## config.mk

```make
export PLATFORM = sky130hd
export DESIGN_NAME = alu_issue_ctrl
export DESIGN_NICKNAME = d
export VERILOG_FILES = /design/src/rtl/alu_issue_ctrl.sv
export SDC_FILE = /design/constraint.sdc
export NUM_CORES = 1
export LEC_CHECK = 0
export BUFFER_PORTS_ARGS = -buffer_cell sky130_fd_sc_hd__buf_2
export CORE_AREA = 4 4 137 139
export CTS_BUF_LIST = sky130_fd_sc_hd__clkbuf_4 sky130_fd_sc_hd__clkbuf_8
export CTS_CLUSTER_DIAMETER = 80
export DETAILED_ROUTE_END_ITERATION = 16
export DIE_AREA = 0 0 141 143
export PLACE_DENSITY = 0.81
export SETUP_SLACK_MARGIN = 0.5
export SYNTH_ARGS = -nofsm -noshare
export SYNTH_HDL_FRONTEND = slang
export SYNTH_SLANG_ARGS = --single-unit
```

## constraint.sdc

```tcl
create_clock -name clk -period 2.5 [get_ports clk]
set_input_delay 0.125 -clock clk [delete_from_list [all_inputs] [get_ports clk]]
set_output_delay 0.125 -clock clk [all_outputs]
set_load 0.05 [all_outputs]
```

## src/rtl/alu_issue_ctrl.sv

```systemverilog
// rtl/alu_issue_ctrl.sv - issue/writeback controller in front of a combinational 16-bit ALU
//
// Accepts one instruction per valid/ready handshake, reads operands from an
// internal 8-entry register file, presents them to the ALU as registered
// operands, then writes the ALU result back and latches the NZCV flags.
// One operation takes three cycles: IDLE (accept) -> EXEC -> DONE.
//
// Ports:
//   clk, rst_n                        clock, asynchronous active-low reset
//   instr_valid / instr_ready / instr instruction handshake;
//                                     instr = {op[2:0], rd[2:0], rs1[2:0], imm_sel, rs2_imm[5:0]}
//   host_wr_en / _addr / _data        register-file load port (IDLE only)
//   dbg_addr / dbg_data               combinational register-file read port
//   alu_a / alu_b / alu_ctrl          registered ALU operands and opcode
//   alu_result / alu_flags            ALU outputs {N,Z,C,V}
//   done / done_rd / done_data        one-cycle writeback-complete pulse with destination and value
//   flags_nzcv                        status register {N,Z,C,V}

module alu_issue_ctrl #(
  parameter int DATA_W  = 16,
  parameter bit R0_ZERO = 1'b1
) (
  input  logic              clk,
  input  logic              rst_n,
  input  logic              instr_valid,
  output logic              instr_ready,
  input  logic [15:0]       instr,
  input  logic              host_wr_en,
  input  logic [2:0]        host_wr_addr,
  input  logic [DATA_W-1:0] host_wr_data,
  input  logic [2:0]        dbg_addr,
  output logic [DATA_W-1:0] dbg_data,
  output logic [DATA_W-1:0] alu_a,
  output logic [DATA_W-1:0] alu_b,
  output logic [2:0]        alu_ctrl,
  input  logic [DATA_W-1:0] alu_result,
  input  logic [3:0]        alu_flags,
  output logic              done,
  output logic [2:0]        done_rd,
  output logic [DATA_W-1:0] done_data,
  output logic [3:0]        flags_nzcv
);

  localparam logic [1:0] ST_IDLE = 2'd0;
  localparam logic [1:0] ST_EXEC = 2'd1;
  localparam logic [1:0] ST_DONE = 2'd2;

  logic [1:0]        state;
  logic [DATA_W-1:0] rf [8];
  logic [2:0]        rd_q;

  logic [2:0]        f_op;
  logic [2:0]        f_rd;
  logic [2:0]        f_rs1;
  logic [2:0]        f_rs2;
  logic              f_imm_sel;
  logic [DATA_W-1:0] imm_ext;
  logic              accept;
  logic              host_en;
  logic              wb_en;

  assign f_op      = instr[15:13];
  assign f_rd      = instr[12:10];
  assign f_rs1     = instr[9:7];
  assign f_imm_sel = instr[6];
  assign f_rs2     = instr[5:3];
  assign imm_ext   = {{(DATA_W-6){1'b0}}, instr[5:0]};

  // r0 is hard-wired to zero on every read path when R0_ZERO is set.
  function automatic logic [DATA_W-1:0] rf_read(input logic [2:0] addr);
    if (R0_ZERO && addr == 3'd0) return '0;
    return rf[addr];
  endfunction

  assign instr_ready = (state == ST_IDLE);
  assign accept      = instr_valid && instr_ready;
  assign dbg_data    = rf_read(dbg_addr);

  // Host loads only land while idle; anything offered in EXEC/DONE is dropped.
  assign host_en = host_wr_en && (state == ST_IDLE) && !(R0_ZERO && host_wr_addr == 3'd0);
  assign wb_en   = (state == ST_EXEC) && !(R0_ZERO && rd_q == 3'd0);

  always_ff @(posedge clk or negedge rst_n) begin
    if (!rst_n) begin
      state      <= ST_IDLE;
      for (int i = 0; i < 8; i++) rf[i] <= '0;
      rd_q       <= 3'd0;
      alu_a      <= '0;
      alu_b      <= '0;
      alu_ctrl   <= 3'd0;
      done       <= 1'b0;
      done_rd    <= 3'd0;
      done_data  <= '0;
      flags_nzcv <= 4'd0;
    end else begin
      done <= 1'b0;
      case (state)
        ST_IDLE: begin
          // Operand reads below see the pre-edge register file, so an
          // instruction accepted alongside a host write gets the old value.
          if (host_en) rf[host_wr_addr] <= host_wr_data;
          if (accept) begin
            alu_ctrl <= f_op;
            alu_a    <= rf_read(f_rs1);
            alu_b    <= f_imm_sel ? imm_ext : rf_read(f_rs2);
            rd_q     <= f_rd;
            state    <= ST_EXEC;
          end
        end
        ST_EXEC: begin
          if (wb_en) rf[rd_q] <= alu_result;
          // Flags update even when the destination is a discarded r0.
          flags_nzcv <= alu_flags;
          done_data  <= alu_result;
          done_rd    <= rd_q;
          done       <= 1'b1;
          state      <= ST_DONE;
        end
        ST_DONE: state <= ST_IDLE;
        default: state <= ST_IDLE;
      endcase
    end
  end

endmodule
```

==> reports/metrics.cfg, run 1 <==
[die]
core_sq_um = 17700
die_area_sq_um = 20200
die_w_microns = 141
rows = 49
start_util_pct = 58.5
boundaryPins = 138
die_y_microns = 143

[power_and_ir_drop]
peakVddDrop_mv = 0.654
p_int_mw = 5.92
power_frac_clock_pct = 24.9
p_sw_mw = 3.82
p_sw_share_pct = 39.2
p_per_area_nw_per_um2 = 785
p_comb_share_pct = 34.4
power_frac_seq_pct = 40.8
p_leak_nw = 5.77

[setup_path]
worst_setup_path_start_kind = flip-flop
reg2reg_from = state[1]
criticalPathCategory = flip-flop to primary output
timing.rr.end = rf[35]
cp-startpoint = rf[4]
end_kind = primary output
r2r.worst_path.cells = 6
crit_path_end = dbg_data[4]
path_cells = mux4_2 -> inv_1 -> a21oi_1 -> buf_4
worst-path-max-fanout = 4
max_stage_delay_ps = 480
critPathArrivalTime_ps = 1850
crit_path_top_delay_cell = mux4_2
critical_path_required_ps = 2380
r2r_slack_ps = 540

[global_route]
grt_pass1_vias = 8375
grt.overflow.total = 0
grt_usage_pct = 30.5
antenna_found_initial = 0
grt_first_pass_wirelength_microns = 48000
grt_max_degree = 73

[status]
status = complete, no violations

[placement]
gp_congestion = 0.956
dp_hpwl_microns = 21900
place_area_sq_um = 11300
io_buffers = 137

[drt]
vias = 8913
wl_microns = 30900
via_per_inst = 6.70
drtPass1Iterations = 6
wire_per_inst_microns = 23.2
ant_nets = 0
first_iter_violations = 1091
drc_errors = 0

[clocking]
clockBufferDepth = 2
clock-sinks = 176
numCtsBuffers = 17
cts.clk_slew.worst_paths_ps = 90
htree_levels = 4
clk-insertion-delay-late_ps = 470
cts-root-buf = clkbuf_8
tritoncts = done

[yosys]
yosysSeqAreaShare_pct = 42.6
synth-compound-area-share_pct = 15.1
yosys_most_used_dff = dfrtp_1
synth_area_sq_um = 10300
synth_fa_ha_area_share_pct = 0
yosysWarningCount = 0
synthArstFlopShare_pct = 100
ys_seq_elements = 176
syn_nets = 1001
synth.area.mux_share_pct = 28.2
synth_top_family_by_area = multiplexers
avgSynthCellArea_sq_um = 11.0
syn_inst = 939
synthSimpleGateAreaFrac_pct = 9.36
synth_xor_area_share_pct = 0
synth_cell_type_count = 37
synth-edff-count = 0

[finish]
nets = 1151
final_area_sq_um = 12400
layout_common_cells = 171 x dfrtp_1, 136 x mux2_2, 127 x buf_2
n_antenna_cell = 0
areaGrowthSynthToFinish_pct = 20.1
layout_commonest_cell = dfrtp_1
drive_gt1_share_pct = 40.1

[sta]
min_period_over_period_pct = 79.2
relSlewSlack_pct = 55.6
hold_viol_final = 0
worst_pin_slew_ps = 667
finalSetupViolCount = 0
finClkSkew_ps = 8.78
rsz0062_at_grt = true
setup_tns_ps = 0
fin_crit_ps = 1980
clock.fmax_ghz = 0.505
maxSlewViolCount = 0

[min_path]
holdCritPathClass = input port to flip-flop

[flow_run]
maxCapViolations = 0

## cell families after synthesis
| family | count (synthesis) |
|---|---|
| AO/OA/AOI/OAI | 226 |
| multiplexers | 218 |
| AND/OR/NAND/NOR | 212 |
| flip-flops | 176 |
| buffers and inverters | 107 |
## synthesized netlist by cell type, drive strengths merged, types with 4 or more instances
cell	n	area, sq um
or3b	6	52.6
inv	19	71.3
nor2b	28	175
mux2i	10	100
o31ai	22	165
nand2	136	510
a221oi	41	359
buf	40	234
o22ai	117	732
dfrtp	176	4400
mux4	42	946
clkbuf	48	180
mux2	166	1870
nand3b	6	45.0
o21ai	12	86.3
o41ai	4	35.0
a21oi	23	115
nor2	20	75.1
## power by group through the flow
stage	combinational [mW]	clock [mW]	sequential, mW
after floorplan	1.60	0	4.58
after global placement	3.09	0	3.93
after detailed placement	3.16	0	3.96
after CTS	3.25	2.44	3.91
after global routing	3.55	2.57	4.01
final	3.34	2.42	3.97
## metrics by stage
stage                     hold WS [ps]  util, %  total power, mW  setup WS, ps  cells
final                              112     70.2             9.74           520   1330
after detailed placement           137     63.7             7.12           248   1254
after global routing               108     70.2             10.1           436   1330
after floorplan                   -171        -             6.18           492    939
after global placement             143     63.7             7.02           365   1254
after CTS                         8.60     68.7             9.60           511   1312
## worst min path at each step
stage	from	to	slack (ps)	cells past startpoint
2_1_floorplan	rst_n	alu_a[0]	-170	0
3_3_place_gp	rst_n	done_data[0]	140	1
3_5_place_dp	rst_n	done_data[0]	140	1
4_1_cts	alu_result[8]	done_data[8]	9	3
5_1_grt	instr_valid	alu_ctrl[1]	110	4
6_report	instr_valid	alu_ctrl[2]	110	4
## worst max-delay path, delay by kind of cell, from the launching register on
family,cells,cell delay (ps)
buf+inv,2,330
compound gates,1,110
mux,1,480
flops,1,460
## registers in the layout, summed over array words and instances (netlist names)
register	flops
rf	112
rd_q	3
done_data	16
done_rd	3
flags_nzcv	4
done	1
state	2
alu_b	16
alu_ctrl	3
alu_a	16
## final cells by class
cell class	instances	area, sq um
tap	229	287
multi-input combinational	656	5600
clock buffer	19	262
inverter	19	75.1
clock inverter	12	229
timing repair buffer	219	1540
fill	1256	5260
sequential	176	4410
## layer usage
layer | global-route usage, % | wire (microns) | vias to the layer above
met2 | 44.1 | 13700 | 543
met5 | 0 | 0 | -
li1 | - | - | 3873
met4 | 9.28 | 687 | 0
met3 | 9.38 | 3820 | 74
met1 | 44.7 | 12700 | 4423
## repair_timing
action                                  4_1_cts  5_1_grt
buffers inserted                             13        2
hold endpoints to repair                     69       16
hold buffers                                 14       16
pin swaps                                     6        0
endpoints found under the setup margin      113      129
gates resized for setup                      10       43
Note: power is estimated with default switching activity, not from simulation.
==> inputs of run 2 (changes only) <==
--- a/config.mk
+++ b/config.mk
@@ -6,12 +6,12 @@
 export NUM_CORES = 1
 export LEC_CHECK = 0
 export BUFFER_PORTS_ARGS = -buffer_cell sky130_fd_sc_hd__buf_2
-export CORE_AREA = 4 4 137 139
+export CORE_AREA = 4 4 144 146
 export CTS_BUF_LIST = sky130_fd_sc_hd__clkbuf_4 sky130_fd_sc_hd__clkbuf_8
 export CTS_CLUSTER_DIAMETER = 80
 export DETAILED_ROUTE_END_ITERATION = 16
-export DIE_AREA = 0 0 141 143
-export PLACE_DENSITY = 0.81
+export DIE_AREA = 0 0 148 150
+export PLACE_DENSITY = 0.77
 export SETUP_SLACK_MARGIN = 0.5
 export SYNTH_ARGS = -nofsm -noshare
 export SYNTH_HDL_FRONTEND = slang
==> constraint.sdc (replaced) <==
create_clock -name clk -period 1.79 [get_ports clk]
set_input_delay 0.0895 -clock clk [delete_from_list [all_inputs] [get_ports clk]]
set_output_delay 0.0895 -clock clk [all_outputs]
set_load 0.05 [all_outputs]
==> run 2 against run 1 <==
The flow now finishes with violations (setup timing); sequential share of layout area is 6.9 points lower; sequential power increased by 41%; setup slack worse by 660 ps; largest cell class unchanged; count of clock-buffer cells in the layout stayed put.
==> reports/metrics.cfg, run 2 (synthesis gave the netlist of run 1 again) <==
[status]
status = finished, violations left
failed_checks = setup timing

[finish]
areaGrowthSynthToFinish_pct = 49.6
multi_input_area_sq_um = 7020
layout_commonest_cell = dfrtp_1
max_flop_register = rf
layout_common_cells = 160 x dfrtp_1, 129 x buf_4, 120 x mux2_4
largest_reg_flops = 112
n_antenna_cell = 0
seqCellArea_sq_um = 4420
nets = 1283
final_area_sq_um = 15400
drive_gt1_share_pct = 59.4
fillers = 1065
post-route-util_pct = 79.6

[placement]
place_ws_ps = -199
dp_hpwl_microns = 22800
io_buffers = 137
place_area_sq_um = 11900
gp_congestion = 0.957

[sta]
maxSlewViolCount = 0
finClkSkew_ps = 21.0
setup_tns_ps = -4200
fin_crit_ps = 1930
relSlewSlack_pct = 21.2
hold_viol_final = 0
clock.fmax_ghz = 0.519
finalSetupViolCount = 90
hold_slack_ps = 110
rsz0062_at_grt = true
worst_pin_slew_ps = 1180
min_period_over_period_pct = 108
setup_slack_ps = -138

[setup_path]
worst_setup_path_start_kind = flip-flop
criticalPathCategory = flip-flop to primary output
worst-path-max-fanout = 4
max_stage_delay_ps = 510
crit_path_top_delay_cell = mux4_2
critical_path_required_ps = 1700
path_cells = mux4_2 -> inv_2 -> a21oi_2 -> buf_6
crit_path_end = dbg_data[1]
cp-startpoint = rf[33]
r2r_slack_ps = -100
critPathArrivalTime_ps = 1840
end_kind = primary output
reg2reg_from = rd_q[2]
critPathBufInv = 2
r2r.worst_path.cells = 5
cp.depth = 4
timing.rr.end = rf[103]
cp_top_family = multiplexers

[power_and_ir_drop]
peakVddDrop_mv = 0.946
p_per_area_nw_per_um2 = 1020
p_leak_nw = 7.37

[die]
die_w_microns = 148
boundaryPins = 138
rows = 51
start_util_pct = 53.3
core_sq_um = 19400
die_y_microns = 150
die_area_sq_um = 22200

[clocking]
numCtsBuffers = 17
htree_levels = 4
clock-sinks = 176
clockBufferDepth = 2
tritoncts = done
clk-insertion-delay-late_ps = 490
cts.clk_slew.worst_paths_ps = 100
cts-root-buf = clkbuf_8

[global_route]
antenna_found_initial = 1
grt.overflow.total = 0
grt_first_pass_wirelength_microns = 57900
grt_pass1_vias = 9716
grt_usage_pct = 33.9
grt_max_degree = 49

[drt]
via_per_inst = 6.97
vias = 10446
first_iter_violations = 1459
wl_microns = 43500
ant_nets = 0
drtPass1Iterations = 6
wire_per_inst_microns = 29.0
drc_errors = 0

[min_path]
holdCritPathClass = input port to flip-flop

[flow_run]
maxCapViolations = 0

==> run 2: cell count changes in the layout (fill, tap and decap cells not counted), moves of 15 or more <==
cell / change
mux2_4: +120
mux2_2: -90
buf_4: +80
nand2_1: -38
buf_6: +31
mux2_1: -30
nand2_4: +26
buf_2: -24
o31ai_1: -19
a221oi_1: -16
a21oi_4: +15
==> run 2: worst min path at each step <==
stage,cells past startpoint,slack (ps),to,startpoint
final,4,110,alu_b[11],instr_valid
after global routing,4,110,alu_a[9],instr_valid
after CTS,3,6,done_data[10],alu_result[10]
after detailed placement,1,60,rd_q[0],rst_n
after global placement,1,60,done_data[0],rst_n
after floorplan,0,-210,alu_a[0],rst_n
==> run 2: worst reg2reg max path, stage by stage (launching register included) <==
cell,delay (ps)
dfrtp_2,460
or3b_4,460
nor2_4,210
o21ai_4,170
buf_16,190
mux2_4,290
==> run 2: area by class of cell <==
class | instances | area share, %
Multi-Input combinational cell | 657 | 45.4
Sequential cell | 176 | 28.6
Timing Repair Buffer | 350 | 20.4
Tap cell | 265 | 2.15
Clock buffer | 19 | 1.69
Clock inverter | 13 | 1.12
Inverter | 19 | 0.559
==> run 2: timing repair <==
item | CTS | global route
pin swaps | 34 | 57
buffers inserted | 87 | 24
hold buffers | 28 | 2
resized for setup | 188 | 195
setup endpoints to repair | 189 | 191
cloned | 8 | 8
endpoints found under the hold margin | 203 | 2
==> run 2: power by group <==
group          internal [mW]  switching (mW)
Combinational           2.98            4.13
Clock                   1.48            1.66
Sequential              4.72           0.856
Total                   9.18            6.65
==> run 2: routing by layer <==
layer | share of wire, % | up-vias | GRT usage (%) | wire, microns
li1 | - | 4129 | - | -
met1 | 36 | 5139 | 47.1 | 15800
met2 | 43 | 929 | 49.7 | 18800
met3 | 16 | 245 | 14.4 | 6740
met4 | 4.9 | 4 | 8.36 | 2110
met5 | 0.17 | - | 0 | 73
==> run 2: metrics by stage <==
step / std cells / power (mW)
after global routing: 1499 / 16.2
after detailed placement: 1310 / 10.3
after floorplan: 939 / 8.93
final: 1499 / 15.8
after global placement: 1310 / 10.2
after CTS: 1465 / 14.5
